[config.mk]
export PLATFORM = sky130hd
export DESIGN_NAME = station_xy_nport
export DESIGN_NICKNAME = d
export VERILOG_FILES = /design/src/rtl/station_pkg.sv /design/src/rtl/station_lane_fifo.sv /design/src/rtl/station_xy_nport.sv
export SDC_FILE = /design/constraint.sdc
export NUM_CORES = 1
export LEC_CHECK = 0
export BUFFER_PORTS_ARGS = -buffer_cell sky130_fd_sc_hd__buf_4
export CAP_MARGIN = 10
export CORE_ASPECT_RATIO = 1.1
export CORE_MARGIN = 10
export CORE_UTILIZATION = 40
export CTS_BUF_LIST = sky130_fd_sc_hd__clkbuf_2
export DETAILED_ROUTE_END_ITERATION = 7
export PLACE_DENSITY = 0.68
export REMOVE_ABC_BUFFERS = 1
export SYNTH_ARGS = -nofsm -noshare
export SYNTH_HDL_FRONTEND = slang
export SYNTH_SLANG_ARGS = --single-unit
[constraint.sdc]
create_clock -name clk -period 11.16 [get_ports clk]
set_input_delay 0.558 -clock clk [delete_from_list [all_inputs] [get_ports clk]]
set_output_delay 0.558 -clock clk [all_outputs]
set_load 0.03 [all_outputs]
[src/rtl/station_pkg.sv]
// Shared types and helpers for the N-lane routing station.
package station_pkg;

    localparam int unsigned MAX_PORTS = 8;
    localparam int unsigned IDX_W     = $clog2(MAX_PORTS);
    localparam int unsigned PL_W_MAX  = 33;

    // Round-robin pick result: {found, index}
    typedef struct packed {
        logic             found;
        logic [IDX_W-1:0] index;
    } rr_pick_t;

    // Per-lane head status; data sized for the widest supported payload
    typedef struct packed {
        logic                valid;
        logic [PL_W_MAX-1:0] data;
    } lane_status_t;

    // Payload width: PC plus one flag bit
    function automatic int unsigned pl_w(input int unsigned pc_width);
        return pc_width + 1;
    endfunction

    // First set request at or after ptr, scanning circularly over MAX_PORTS.
    // Requests above the real lane count are zero, so this matches a scan
    // modulo the real lane count as long as ptr is below it.
    function automatic rr_pick_t rr_pick(input logic [MAX_PORTS-1:0] req,
                                         input logic [IDX_W-1:0]     ptr);
        rr_pick_t         res;
        logic [IDX_W-1:0] idx;
        res = '0;
        for (int unsigned k = 0; k < MAX_PORTS; k++) begin
            idx = ptr + IDX_W'(k);
            if (!res.found && req[idx]) begin
                res.found = 1'b1;
                res.index = idx;
            end
        end
        return res;
    endfunction

endpackage

[src/rtl/station_lane_fifo.sv]
// Per-lane thread FIFO: registered head, no fall-through, refuses writes when full.
module station_lane_fifo
    import station_pkg::*;
#(
    parameter int unsigned W          = 9,
    parameter int unsigned FIFO_DEPTH = 4,
    localparam int unsigned AW        = $clog2(FIFO_DEPTH),
    localparam int unsigned CW        = AW + 1
) (
    input  logic          clk,
    input  logic          rst,
    input  logic          push_i,
    input  logic          pop_i,
    input  logic [W-1:0]  data_i,
    output logic [W-1:0]  data_o,
    output logic [CW-1:0] count_o,
    output logic          full_o,
    output logic          empty_o
);

    logic [W-1:0]  mem_q [FIFO_DEPTH];
    logic [AW-1:0] wr_ptr_q, wr_ptr_d;
    logic [AW-1:0] rd_ptr_q, rd_ptr_d;
    logic [CW-1:0] count_q, count_d;
    logic          do_push, do_pop;

    assign full_o  = (count_q == CW'(FIFO_DEPTH));
    assign empty_o = (count_q == '0);
    assign do_push = push_i && !full_o;
    assign do_pop  = pop_i && !empty_o;
    assign data_o  = mem_q[rd_ptr_q];
    assign count_o = count_q;

    // Next pointers and occupancy; pointers wrap naturally
    always_comb begin
        wr_ptr_d = wr_ptr_q + AW'(do_push);
        rd_ptr_d = rd_ptr_q + AW'(do_pop);
        count_d  = count_q + CW'(do_push) - CW'(do_pop);
    end

    // Pointer and count registers
    always_ff @(posedge clk or negedge rst) begin
        if (!rst) begin
            wr_ptr_q <= '0;
            rd_ptr_q <= '0;
            count_q  <= '0;
        end else begin
            wr_ptr_q <= wr_ptr_d;
            rd_ptr_q <= rd_ptr_d;
            count_q  <= count_d;
        end
    end

    // Storage needs no reset: count gates every read
    always_ff @(posedge clk) begin
        if (do_push) begin
            mem_q[wr_ptr_q] <= data_i;
        end
    end

endmodule

[src/rtl/station_xy_nport.sv]
// N-lane routing station: lane FIFOs, engine grant, pass-through and injection.
module station_xy_nport
    import station_pkg::*;
#(
    parameter int unsigned PC_WIDTH        = 8,
    parameter int unsigned N_PORTS         = 2,
    parameter int unsigned FIFO_DEPTH      = 4,
    parameter int unsigned ENGINE_PRIORITY = 1,
    localparam int unsigned W              = pl_w(PC_WIDTH)
) (
    input  logic                   clk,
    input  logic                   rst,
    input  logic [N_PORTS-1:0]     in_valid,
    output logic [N_PORTS-1:0]     in_ready,
    input  logic [N_PORTS*W-1:0]   in_data,
    output logic [N_PORTS-1:0]     out_valid,
    input  logic [N_PORTS-1:0]     out_ready,
    output logic [N_PORTS*W-1:0]   out_data,
    output logic                   eng_in_valid,
    input  logic                   eng_in_ready,
    output logic [W-1:0]           eng_in_data,
    input  logic                   eng_out_valid,
    output logic                   eng_out_ready,
    input  logic [W-1:0]           eng_out_data,
    input  logic                   engine_running,
    input  logic                   engine_full,
    output logic                   bb_running,
    output logic                   bb_full
);

    localparam int unsigned      CW       = $clog2(FIFO_DEPTH) + 1;
    localparam logic [IDX_W-1:0] LAST_IDX = IDX_W'(N_PORTS - 1);

    logic [N_PORTS-1:0] lane_empty, lane_full, lane_pop, lane_busy;
    logic [W-1:0]       lane_head  [N_PORTS];
    logic [CW-1:0]      lane_count [N_PORTS];
    logic [N_PORTS-1:0] eng_cand, pass_en, inj_req;
    logic [IDX_W-1:0]   rr_eng_q, rr_eng_d, rr_inj_q, rr_inj_d;
    rr_pick_t           eng_pick, inj_pick;
    logic               eng_take, inj_take;

    function automatic logic [IDX_W-1:0] rr_next(input logic [IDX_W-1:0] idx);
        return (idx == LAST_IDX) ? '0 : idx + IDX_W'(1);
    endfunction

    // One FIFO per ring lane; in_ready is forced low while in reset
    for (genvar g = 0; g < N_PORTS; g++) begin : g_lane
        station_lane_fifo #(
            .W          (W),
            .FIFO_DEPTH (FIFO_DEPTH)
        ) u_fifo (
            .clk     (clk),
            .rst     (rst),
            .push_i  (in_valid[g]),
            .pop_i   (lane_pop[g]),
            .data_i  (in_data[g*W +: W]),
            .data_o  (lane_head[g]),
            .count_o (lane_count[g]),
            .full_o  (lane_full[g]),
            .empty_o (lane_empty[g])
        );
        assign in_ready[g]  = rst & ~lane_full[g];
        assign lane_busy[g] = |lane_count[g];
    end

    assign bb_running = (|lane_busy) | eng_out_valid | engine_running;
    assign bb_full    = (&lane_full) & engine_full;

    // Grant a head to the engine, pass the rest through, inject into free lanes
    always_comb begin
        eng_cand      = '0;
        pass_en       = '0;
        inj_req       = '0;
        lane_pop      = '0;
        out_valid     = '0;
        out_data      = '0;
        eng_in_valid  = 1'b0;
        eng_in_data   = '0;
        eng_out_ready = 1'b0;
        eng_pick      = '0;
        inj_pick      = '0;
        eng_take      = 1'b0;
        inj_take      = 1'b0;
        rr_eng_d      = rr_eng_q;
        rr_inj_d      = rr_inj_q;
        if (rst) begin
            for (int unsigned i = 0; i < N_PORTS; i++) begin
                eng_cand[i] = !lane_empty[i] && (ENGINE_PRIORITY != 0 || !out_ready[i]);
            end
            eng_pick     = rr_pick(MAX_PORTS'(eng_cand), rr_eng_q);
            eng_in_valid = eng_pick.found;
            eng_take     = eng_pick.found && eng_in_ready;
            for (int unsigned i = 0; i < N_PORTS; i++) begin
                if (eng_pick.found && eng_pick.index == IDX_W'(i)) begin
                    eng_in_data = lane_head[i];
                end
                pass_en[i] = !lane_empty[i] && !(eng_take && eng_pick.index == IDX_W'(i));
                inj_req[i] = !pass_en[i] && out_ready[i];
            end
            inj_pick      = rr_pick(MAX_PORTS'(inj_req), rr_inj_q);
            eng_out_ready = inj_pick.found;
            inj_take      = eng_out_valid && inj_pick.found;
            for (int unsigned i = 0; i < N_PORTS; i++) begin
                if (pass_en[i]) begin
                    out_valid[i]      = 1'b1;
                    out_data[i*W +: W] = lane_head[i];
                end else if (inj_take && inj_pick.index == IDX_W'(i)) begin
                    out_valid[i]      = 1'b1;
                    out_data[i*W +: W] = eng_out_data;
                end
                lane_pop[i] = (pass_en[i] && out_ready[i]) ||
                              (eng_take && eng_pick.index == IDX_W'(i));
            end
            if (eng_take) begin
                rr_eng_d = rr_next(eng_pick.index);
            end
            if (inj_take) begin
                rr_inj_d = rr_next(inj_pick.index);
            end
        end
    end

    // Round-robin pointers
    always_ff @(posedge clk or negedge rst) begin
        if (!rst) begin
            rr_eng_q <= '0;
            rr_inj_q <= '0;
        end else begin
            rr_eng_q <= rr_eng_d;
            rr_inj_q <= rr_inj_d;
        end
    end

endmodule
==> results of run 1 <==
==> power by group <==
group | switching [W] | internal, W
logic | 0.000506 | 0.000316
registers | 0.0000856 | 0.000459
clock network | 0.000115 | 0.0000544
total | 0.000707 | 0.000830
==> worst max-delay path by stage <==
stage	to	from	cells past startpoint	slack (ps)
3_3_place_gp	out_valid[0]	rr_eng_q[0]	11	6560
4_1_cts	out_valid[0]	rr_eng_q[0]	11	5710
6_report	out_data[1]	rr_eng_q[0]	11	5620
3_5_place_dp	out_valid[0]	rr_eng_q[0]	11	6380
5_1_grt	out_valid[0]	rr_eng_q[0]	11	5300
2_1_floorplan	out_data[10]	rr_eng_q[0]	10	6470
==> cell usage in the layout (no fill, tap or decap), types with 6 or more instances in the layout <==
cell type,count
buf_4,73
edfxtp_1,72
nand2_1,35
inv_1,29
a21oi_1,28
dfrtp_1,20
nor2_1,19
mux4_2,18
ha_1,13
a211oi_1,10
clkbuf_2,10
nor3_1,9
nand3_1,9
o31ai_2,9
xnor2_1,6
and2_1,6
==> critical path, stage by stage, from the launching register on <==
cell and delay (ps):
dfrtp_1 630, inv_1 140, ha_1 440, nor2b_1 270
nor4_1 90, a2111o_1 440, o211a_1 190, nor3_2 860
o211a_2 360, o31a_1 600, o31ai_2 190, buf_4 210
==> metrics by stage <==
| step | setup WS, ps | power (W) | std cells |
|---|---|---|---|
| floorplan | 6470 | 0.00110 | 355 |
| global placement | 6560 | 0.00135 | 578 |
| detailed placement | 6380 | 0.00138 | 578 |
| CTS | 5710 | 0.00154 | 595 |
| global route | 5300 | 0.00165 | 596 |
| finish | 5620 | 0.00154 | 596 |
==> cell type report <==
class                           instances  area [µm²]  area share [%]
Antenna cell                            1        2.50          0.0449
Clock buffer                           10        50.0           0.898
Clock inverter                          6        71.3            1.28
Inverter                               30         113            2.02
Multi-Input combinational cell        233        1930            34.6
Sequential cell                        92        2660            47.8
Tap cell                              150         188            3.37
Timing Repair Buffer                   74         558            10.0
==> cell families after synthesis <==
family	count (synthesis)	share of synthesized area, %
compound gates	83	13.7
xor+xnor	11	2.02
fa+ha+maj	15	4.26
buf+inv	45	3.89
flops	92	55.9
mux	19	8.72
simple gates	105	11.5
==> metal layers <==
metal,GRT usage [%],vias to the layer above
met3,4.75,24
met5,0,-
met4,6.40,0
met1,18.8,1647
met2,21.1,140
li1,-,1547
==> flip-flops by register name (all words and copies together), names as in the netlist <==
name,count
rr_inj_q,3
g_lane.u_fifo.mem_q,72
g_lane.u_fifo.count_o,6
g_lane.u_fifo.rd_ptr_q,4
g_lane.u_fifo.wr_ptr_q,4
rr_eng_q,3
==> qor.json, run 1 <==
{
  "die": {
    "die_area_mm2": 0.0167,
    "initial_core_util_pct": 41.3,
    "floorplan.die.height_um": 134,
    "ios": 72,
    "die_width_um": 124,
    "num_rows": 41,
    "coreArea_mm2": 0.0115
  },
  "placement": {
    "placedInstanceArea_mm2": 0.00544,
    "detailedPlacementHpwl_um": 8820,
    "gp_congestion": 0.951,
    "numPortBuffers": 71
  },
  "global_route": {
    "grt_overall_usage_pct": 14.4,
    "grt-ovfl-total": 0,
    "initial_antenna_violation_count": 1,
    "maximum_number_of_pins_on_one_net_before_global_route_repair": 22,
    "first_pass_grt_wire_length_um": 18700,
    "first_global_vias": 3523
  },
  "timing": {
    "slew_viol_final": 0,
    "grt_setup_unrepaired": "false",
    "fin_hold_ws_ps": 155,
    "actual_transition_at_the_worst_max_transition_pin_ps": 1060,
    "fin_worst_skew_ps": 24.6,
    "timing.final.crit_share_pct": 49.7,
    "finalSetupViolCount": 0,
    "post-route-min-period_ps": 5540,
    "maxSlewHeadroom_pct": 28.9,
    "final_hold_fails": 0,
    "fmax_mhz": 180,
    "setup-tns-final_ps": 0
  },
  "synth": {
    "syn_avg_cell_area_um2": 12.9,
    "synth_seq_cells": 92,
    "leading_cell_type_by_number_of_instances_after_synthesis": "edfxtp_1",
    "post-synth-top-area-cell": "edfxtp_1",
    "count_of_flip_flops_with_a_built_in_enable_after_synthesis": 72,
    "mappedNetlistArea_mm2": 0.00476,
    "synth-warning-count": 0,
    "synth-main-ff-cell": "edfxtp_1",
    "netlist_top_cells_count": "edfxtp_1 (72), nand2_1 (35), inv_1 (29)",
    "synth_sequential_area_ratio_pct": 55.9,
    "synth.top_cell.area_share_pct": 45.4,
    "ys_types": 59,
    "async_flop_share_pct": 21.7,
    "synthTopCellsByArea": "edfxtp_1 (45%), dfrtp_1 (11%), mux4_2 (8.5%)",
    "synthesis.instances": 370
  },
  "route": {
    "vias": 3358,
    "ant_nets": 0,
    "met2_wirelength_um": 5420,
    "drt_pass1_iterations": 6,
    "post_drt_wl_per_cell_um": 19.5,
    "drtIter0Drc": 283,
    "detail_route.wirelength.met1_um": 4930,
    "route.met3.wl_um": 926,
    "highest-signal-layer": "met4",
    "detail_route.vias_per_cell": 5.63,
    "drc_errors": 0,
    "postRouteWirelength_um": 11600
  },
  "power": {
    "p_leak_nw": 2.14,
    "worst_ir_drop_vdd_mv": 0.172,
    "pwr_density_cell_mw_per_mm2": 276
  },
  "worst_setup_path": {
    "crit_type": "flop to primary output",
    "worstPathArrival_ps": 4990,
    "timing.reg2reg.worst_path_depth": 16,
    "reg2reg_setup_slack_ps": 6730,
    "cp-end-kind": "primary output",
    "crit-reg2reg-capture": "g_lane[0].u_fifo.count_o[2]",
    "worst-endpoint-required_ps": 10600,
    "crit_fanout": 19,
    "r2r_start": "rr_eng_q[0]",
    "crit_path_start_kind": "flop"
  },
  "cells_and_area": {
    "final_instance_area_mm2": 0.00558,
    "final_layout_size_suffix_gt1_share_pct": 30.1,
    "nets_final": 492,
    "postLayoutCoreUtil_pct": 48.3,
    "areaGrowthSynthToFinish_pct": 17.0,
    "filler_cell_count": 1065
  },
  "clock_tree": {
    "tritoncts": "yes",
    "post_cts_resized": 0,
    "max-clock-path-buffers": 2,
    "cts-root-buf": "clkbuf_2",
    "cts_setup_buffers": 0,
    "clk_pin_slew_worst_paths_ps": 250,
    "clock_insertion_delay_worst_skew_ps": 560,
    "cts_hold_buffers": 1,
    "htree_levels": 3,
    "cts-buffers-inserted": 9,
    "cts_sinks": 92
  },
  "min_path": {
    "min_path_cells": 1,
    "hp-start": "in_data[10]",
    "min-delay-path-class": "input pin to flop",
    "min_delay_worst_endpoint": "g_lane[1].u_fifo.mem_q[2][1]"
  },
  "run": {
    "maxCapViolCount": 0
  },
  "run_status": {
    "outcome": "finished, final reports clean"
  }
}
Note: power is estimated with default switching activity, not from simulation.
==> run 2, diff against run 1 <==
ABC_AREA = 1   (was default)
PLACE_DENSITY = 0.71   (was 0.68)
clock period = 4.8 ns   (was 11.16 ns; I/O delays follow)
==> qor.json, run 2 <==
{
  "cells_and_area": {
    "final_common_cell": "nand2_1",
    "largest_reg_by_ff_count": "g_lane.u_fifo.mem_q",
    "areaGrowthSynthToFinish_pct": 21.6,
    "final_instance_area": {"value": 0.00580, "unit": "mm²", "change": "+4.1%"},
    "filler_cell_count": {"value": 1053, "change": "-1.1%"},
    "nets_final": {"value": 610, "change": "+24%"},
    "final_layout_size_suffix_gt1_share": {"value": 24.9, "unit": "%", "change": "-5.2 points"},
    "largest_register_ffs": {"value": 72, "change": "unchanged"},
    "final_cell_mix": "nand2_1 (112), buf_4 (79), edfxtp_1 (72)"
  },
  "route": {
    "vias": {"value": 3698, "change": "+10%"},
    "detail_route.vias_per_cell": {"value": 5.18, "change": "-8.1%"},
    "ant_nets": {"value": 0, "change": "unchanged"},
    "drtIter0Drc": {"value": 284, "change": "+0.35%"},
    "drt_pass1_iterations": {"value": 7, "change": "+1"},
    "post_drt_wl_per_cell": {"value": 16.2, "unit": "µm", "change": "-17%"},
    "drc_errors": {"value": 0, "change": "unchanged"},
    "postRouteWirelength": {"value": 11600, "unit": "µm", "change": "-0.14%"}
  },
  "placement": {
    "placedInstanceArea": {"value": 0.00548, "unit": "mm²", "change": "+0.74%"},
    "detailedPlacementHpwl": {"value": 8530, "unit": "µm", "change": "-3.3%"},
    "numPortBuffers": {"value": 71, "change": "unchanged"},
    "gp_congestion": {"value": 0.901, "change": "-5.3%"}
  },
  "clock_tree": {
    "cts-root-buf": "clkbuf_2",
    "cts-buffers-inserted": {"value": 9, "change": "unchanged"},
    "cts_sinks": {"value": 92, "change": "unchanged"},
    "cts_hold_buffers": {"value": 20, "change": "+19"},
    "cts_setup_buffers": {"value": 0, "change": "unchanged"},
    "tritoncts": "yes",
    "htree_levels": {"value": 3, "change": "unchanged"},
    "clock_insertion_delay_worst_skew": {"value": 540, "unit": "ps", "change": "-20 ps"},
    "max-clock-path-buffers": {"value": 2, "change": "unchanged"},
    "post_cts_resized": {"value": 0, "change": "unchanged"},
    "clk_pin_slew_worst_paths": {"value": 250, "unit": "ps", "change": "about the same"}
  },
  "global_route": {
    "first_pass_grt_wire_length": {"value": 18400, "unit": "µm", "change": "-1.4%"},
    "grt_util_met1": {"value": 17.9, "unit": "%", "change": "-0.86 points"},
    "initial_antenna_violation_count": {"value": 1, "change": "unchanged"},
    "grt_overall_usage": {"value": 14.0, "unit": "%", "change": "-0.39 points"},
    "grt-ovfl-total": {"value": 0, "change": "unchanged"},
    "first_global_vias": {"value": 3653, "change": "+3.7%"},
    "grt_util_met2": {"value": 22.5, "unit": "%", "change": "+1.3 points"},
    "maximum_number_of_pins_on_one_net_before_global_route_repair": {"value": 27, "change": "+23%"},
    "use_met3": {"value": 2.46, "unit": "%", "change": "-2.3 points"},
    "grt_busiest_layer": "met2"
  },
  "power": {
    "design_power_total": {"value": 0.00369, "unit": "W", "change": "+140%"},
    "pwr_density_cell": {"value": 635, "unit": "mW/mm²", "change": "+130%"},
    "worst_ir_drop_vdd": {"value": 0.398, "unit": "mV", "change": "+130%"},
    "p_leak": {"value": 2.45, "unit": "nW", "change": "+14%"}
  },
  "worst_setup_path": {
    "cp-end-kind": "primary output",
    "worstPathArrival": {"value": 3830, "unit": "ps", "change": "-1160 ps"},
    "crit_fanout": {"value": 20, "change": "+1"},
    "crit_path_start_kind": "flop",
    "setup.worst_path.start": "rr_eng_q[0]",
    "r2r_start": "rr_eng_q[0]",
    "crit_type": "flop to primary output",
    "worst-endpoint-required": {"value": 4560, "unit": "ps", "change": "-6040 ps"},
    "timing.reg2reg.worst_path_depth": {"value": 20, "change": "+4"}
  },
  "synth": {
    "leading_cell_type_by_number_of_instances_after_synthesis": "nand2_1",
    "synthesis.instances": {"value": 462, "change": "+25%"},
    "post-synth-top-area-cell": "edfxtp_1",
    "synthTopCellsByArea": "edfxtp_1 (45%), dfrtp_1 (10%), nand2_1 (8.8%)",
    "syn_avg_cell_area": {"value": 10.3, "unit": "µm²", "change": "-20%"},
    "synth_seq_cells": {"value": 92, "change": "unchanged"},
    "mappedNetlistArea": {"value": 0.00477, "unit": "mm²", "change": "+0.21%"},
    "synth.top_cell.area_share": {"value": 45.3, "unit": "%", "change": "-0.095 points"},
    "async_flop_share": {"value": 21.7, "unit": "%", "change": "unchanged"},
    "count_of_flip_flops_with_a_built_in_enable_after_synthesis": {"value": 72, "change": "unchanged"},
    "synth-warning-count": {"value": 0, "change": "unchanged"},
    "ys_types": {"value": 39, "change": "-34%"},
    "netlist_top_cells_count": "nand2_1 (112), edfxtp_1 (72), a21oi_1 (40)",
    "synth_sequential_area_ratio": {"value": 55.8, "unit": "%", "change": "-0.12 points"},
    "synth-main-ff-cell": "edfxtp_1"
  },
  "die": {
    "die_width": {"value": 124, "unit": "µm", "change": "about the same"},
    "coreArea": {"value": 0.0116, "unit": "mm²", "change": "+0.44%"},
    "floorplan.die.height": {"value": 135, "unit": "µm", "change": "about the same"},
    "num_rows": {"value": 41, "change": "unchanged"},
    "initial_core_util": {"value": 41.2, "unit": "%", "change": "-0.096 points"},
    "ios": {"value": 72, "change": "unchanged"},
    "die_area": {"value": 0.0167, "unit": "mm²", "change": "+0.18%"}
  },
  "timing": {
    "actual_transition_at_the_worst_max_transition_pin": {"value": 685, "unit": "ps", "change": "-375 ps"},
    "post-route-min-period_ps": 4070,
    "maxSlewHeadroom": {"value": 54.3, "unit": "%", "change": "+25 points"},
    "grt_setup_unrepaired": "false",
    "fmax_mhz": 246,
    "fin_worst_skew": {"value": 16.1, "unit": "ps", "change": "-8.47 ps"},
    "final_hold_fails": {"value": 0, "change": "unchanged"},
    "setup-tns-final": {"value": 0, "unit": "ps", "change": "unchanged"},
    "slew_viol_final": {"value": 0, "change": "unchanged"},
    "timing.final.crit_share_pct": 84.7,
    "finalSetupViolCount": {"value": 0, "change": "unchanged"}
  },
  "run_status": {
    "outcome": "finished, final reports clean"
  },
  "min_path": {
    "min-delay-path-class": "input pin to async pin"
  },
  "run": {
    "maxCapViolCount": {"value": 0, "change": "unchanged"}
  }
}
-- run 2: cell types whose count changed after synthesis, moves of 5 or more --
| cell | delta |
|---|---|
| o21ai_0 | +14 |
| mux4_2 | -18 |
| o31ai_2 | -9 |
| nor2_2 | +10 |
| clkinv_1 | +5 |
| inv_1 | +10 |
| and2_1 | -6 |
| nand2_2 | +7 |
| a211oi_1 | -10 |
| a21oi_1 | +12 |
| nor2b_1 | -5 |
| nand2_1 | +77 |
| a32o_1 | +18 |
| xnor2_1 | -5 |
-- run 2: power breakdown --
group	total (W)	leakage (nW)	internal, W	switching, W
logic	0.00209	1.48	0.000721	0.00136
clock network	0.000394	0.0666	0.000123	0.000271
registers	0.00121	0.901	0.00107	0.000143
-- run 2: per-layer routing --
| layer | vias up | wire length (µm) |
|---|---|---|
| li1 | 1796 | - |
| met1 | 1739 | 4780 |
| met2 | 149 | 5610 |
| met3 | 14 | 1030 |
| met4 | 0 | 172 |
| met5 | - | 0 |
-- run 2: area by class of cell --
| type | instances | area [µm²] | share of cell area, % |
|---|---|---|---|
| Timing Repair Buffer | 99 | 793 | 13.7 |
| Inverter | 50 | 193 | 3.32 |
| Antenna cell | 1 | 2.50 | 0.0431 |
| Sequential cell | 92 | 2660 | 45.9 |
| Clock inverter | 7 | 75.1 | 1.29 |
| Clock buffer | 9 | 45.0 | 0.776 |
| Tap cell | 150 | 188 | 3.23 |
| Multi-Input combinational cell | 306 | 1850 | 31.8 |
-- run 2: path summary, 6_finish.rpt --
path,to,slack [ps]
max in group asynchronous,g_lane[1].u_fifo.rd_ptr_q[0],4400
worst max register to register,g_lane[0].u_fifo.count_o[2],830
worst max-delay path,out_data[3],730
worst min-delay path,g_lane[1].u_fifo.count_o[2],110
min in group clk,g_lane[0].u_fifo.wr_ptr_q[0],120
worst min register to register,g_lane[1].u_fifo.rd_ptr_q[1],490
-- run 2: worst max-delay path, stage by stage, from the launching register on --
cell and delay [ps]:
dfrtp_1 550, inv_2 180, ha_1 430, inv_1 80
nand4_2 150, nand4_2 150, nor2_4 140, nand3_1 130
nand2_1 110, inv_1 50, nand3_2 90, nand2_2 70
inv_1 380, nand2_2 250, a21oi_1 300, buf_4 210
-- run 2: cells by family (layout without fill, tap and decap cells) --
kind of cell / count (synthesis) / count (layout) / share of synthesized area [%]
buf+inv: 64 / 165 / 5.56
simple gates: 200 / 200 / 21.9
other cells: 0 / 1 / 0
compound gates: 83 / 83 / 11.1
xor+xnor: 8 / 8 / 1.47
flops: 92 / 92 / 55.8
fa+ha+maj: 15 / 15 / 4.25
-- run 2: stage by stage --
step | util, % | cells | hold slack, ps | worst slack, ps
5_1_grt | 50.1 | 714 | 107 | 383
3_5_place_dp | 47.3 | 677 | 186 | 931
2_1_floorplan | - | 448 | -55.6 | 1360
4_1_cts | 50.0 | 713 | 59.5 | 758
3_3_place_gp | 47.3 | 677 | 184 | 1090
6_report | 50.1 | 714 | 107 | 734
==> run 3, diff against run 2 <==
PLACE_DENSITY = 0.68   (was 0.71)
clock period = 3.95 ns   (was 4.8 ns; I/O delays follow)
==> qor.json, run 3 (synthesis results as in run 2) <==
{
  "cells_and_area": {
    "final_cell_mix": "nand2_1 (112), buf_4 (83), edfxtp_1 (72)",
    "nets_final": {"value": 615, "change": "+0.82%"},
    "areaGrowthSynthToFinish_pct": 22.5,
    "largest_register_ffs": {"value": 72, "change": "unchanged"},
    "final_layout_size_suffix_gt1_share": {"value": 25.6, "unit": "%", "change": "+0.71 points"},
    "layout.area.seq": {"value": 0.00266, "unit": "mm²", "change": "about the same"},
    "multi_input_area": {"value": 0.00185, "unit": "mm²", "change": "unchanged"},
    "final_common_cell": "nand2_1",
    "largest_reg_by_ff_count": "g_lane.u_fifo.mem_q",
    "final_cell_count_no_fill": {"value": 718, "change": "+0.56%"},
    "filler_cell_count": {"value": 1062, "change": "+0.85%"}
  },
  "run_status": {
    "outcome": "finished, final reports clean"
  },
  "placement": {
    "gp_congestion": {"value": 0.902, "change": "+0.19%"},
    "detailedPlacementHpwl": {"value": 8590, "unit": "µm", "change": "+0.69%"},
    "dp.cells": {"value": 678, "change": "+0.15%"},
    "numPortBuffers": {"value": 71, "change": "unchanged"}
  },
  "worst_setup_path": {
    "worst-endpoint-required": {"value": 3750, "unit": "ps", "change": "-810 ps"},
    "worstPathArrival": {"value": 3420, "unit": "ps", "change": "-410 ps"},
    "timing.reg2reg.worst_path_depth": {"value": 20, "change": "unchanged"},
    "crit_type": "flop to primary output",
    "cp-end-kind": "primary output",
    "crit_fanout": {"value": 19, "change": "-5.0%"},
    "crit_path_start_kind": "flop"
  },
  "route": {
    "post_drt_wl_per_cell": {"value": 15.9, "unit": "µm", "change": "-2.1%"},
    "vias": {"value": 3690, "change": "-0.22%"},
    "drt_pass1_iterations": {"value": 5, "change": "-2"},
    "ant_nets": {"value": 0, "change": "unchanged"},
    "drc_errors": {"value": 0, "change": "unchanged"},
    "postRouteWirelength": {"value": 11400, "unit": "µm", "change": "-1.5%"},
    "detail_route.vias_per_cell": {"value": 5.14, "change": "-0.77%"},
    "drtIter0Drc": {"value": 265, "change": "-6.7%"}
  },
  "die": {
    "initial_core_util": {"value": 41.2, "unit": "%", "change": "unchanged"},
    "die_width": {"value": 124, "unit": "µm", "change": "unchanged"},
    "die_area": {"value": 0.0167, "unit": "mm²", "change": "unchanged"},
    "coreArea": {"value": 0.0116, "unit": "mm²", "change": "unchanged"},
    "floorplan.die.height": {"value": 135, "unit": "µm", "change": "unchanged"},
    "ios": {"value": 72, "change": "unchanged"},
    "num_rows": {"value": 41, "change": "unchanged"}
  },
  "timing": {
    "actual_transition_at_the_worst_max_transition_pin": {"value": 703, "unit": "ps", "change": "+17.6 ps"},
    "maxSlewHeadroom": {"value": 53.1, "unit": "%", "change": "-1.2 points"},
    "finalSetupViolCount": {"value": 0, "change": "unchanged"},
    "setup-tns-final": {"value": 0, "unit": "ps", "change": "unchanged"},
    "fin_worst_skew": {"value": 26.5, "unit": "ps", "change": "+10.4 ps"},
    "post-route-min-period_ps": 3620,
    "fmax_mhz": 276,
    "final_hold_fails": {"value": 0, "change": "unchanged"},
    "timing.final.crit_share_pct": 91.7,
    "slew_viol_final": {"value": 0, "change": "unchanged"}
  },
  "global_route": {
    "initial_antenna_violation_count": {"value": 1, "change": "unchanged"},
    "maximum_number_of_pins_on_one_net_before_global_route_repair": {"value": 27, "change": "unchanged"},
    "grt-ovfl-total": {"value": 0, "change": "unchanged"},
    "first_global_vias": {"value": 3682, "change": "+0.79%"},
    "first_pass_grt_wire_length": {"value": 18400, "unit": "µm", "change": "about the same"},
    "grt_overall_usage": {"value": 13.9, "unit": "%", "change": "-0.087 points"}
  },
  "clock_tree": {
    "clock_insertion_delay_worst_skew": {"value": 540, "unit": "ps", "change": "about the same"},
    "cts_sinks": {"value": 92, "change": "unchanged"},
    "cts-buffers-inserted": {"value": 9, "change": "unchanged"},
    "max-clock-path-buffers": {"value": 2, "change": "unchanged"},
    "cts-root-buf": "clkbuf_2",
    "htree_levels": {"value": 3, "change": "unchanged"},
    "clk_pin_slew_worst_paths": {"value": 240, "unit": "ps", "change": "about the same"},
    "tritoncts": "yes"
  },
  "power": {
    "pwr_density_cell": {"value": 768, "unit": "mW/mm²", "change": "+21%"},
    "design_power_total": {"value": 0.00449, "unit": "W", "change": "+22%"},
    "p_leak": {"value": 2.47, "unit": "nW", "change": "+1.1%"},
    "worst_ir_drop_vdd": {"value": 0.563, "unit": "mV", "change": "+41%"}
  },
  "min_path": {
    "min-delay-path-class": "input pin to async pin"
  },
  "run": {
    "maxCapViolCount": {"value": 0, "change": "unchanged"}
  }
}
-- run 3: worst max-delay path, stage by stage, from the launching register on --
cell and delay, ps:
dfrtp_2 480, inv_4 100, ha_1 410, inv_1 80, nand4_2 160, nand4_2 160
nor2_4 140, nand3_1 130, nand2_1 110, inv_1 50, nand3_2 90, nand2_2 70
inv_1 70, buf_4 200, nand2_2 150, a21oi_1 260, buf_4 200
-- run 3: repair_timing --
action	in CTS	in global routing
endpoints found under the setup margin	0	23
endpoints found under the hold margin	96	0
buffers inserted	0	3
hold buffers	21	0
resized for setup	0	2
-- run 3: worst paths after layout --
check	from	endpoint	slack, ps
worst max-delay path	rr_eng_q[0]	out_data[3]	330
worst min-delay path	rst	g_lane[1].u_fifo.count_o[2]	60
worst max register to register	rr_eng_q[0]	g_lane[0].u_fifo.count_o[2]	550
worst min register to register	g_lane[0].u_fifo.rd_ptr_q[1]	g_lane[0].u_fifo.rd_ptr_q[1]	490
max in group asynchronous	rst	g_lane[1].u_fifo.rd_ptr_q[1]	3600
min in group clk	in_valid[1]	g_lane[1].u_fifo.count_o[0]	70
-- run 3: routing by layer --
layer / routed length, µm / GRT usage [%]
met5: 0 / 0
met4: 150 / 4.74
met3: 1000 / 3.00
met2: 5480 / 22.4
met1: 4780 / 17.9
-- run 3: area by class of cell --
class                           count  area share [%]
Multi-Input combinational cell    306            31.6
Sequential cell                    92            45.6
Tap cell                          150            3.21
Clock inverter                      6            1.24
Antenna cell                        1          0.0428
Timing Repair Buffer              104            14.3
Clock buffer                        9           0.771
Inverter                           50            3.34
-- run 3: where the power goes --
group	total, W	switching, W	internal [W]
sequential	0.00147	0.000178	0.00130
clock	0.000468	0.000318	0.000151
combinational	0.00255	0.00165	0.000898
-- run 3: stage by stage --
step / area (µm²) / setup slack [ps] / hold WS [ps] / util [%]
final: 5850 / 328 / 60.1 / 50.4
after global routing: 5850 / -25.5 / 46.6 / 50.4
after global placement: 5490 / 585 / 147 / 47.3
after CTS: 5820 / 88.7 / 2.79 / 50.2
after floorplan: 4700 / 511 / -98.1 / -
after detailed placement: 5490 / 399 / 147 / 47.3
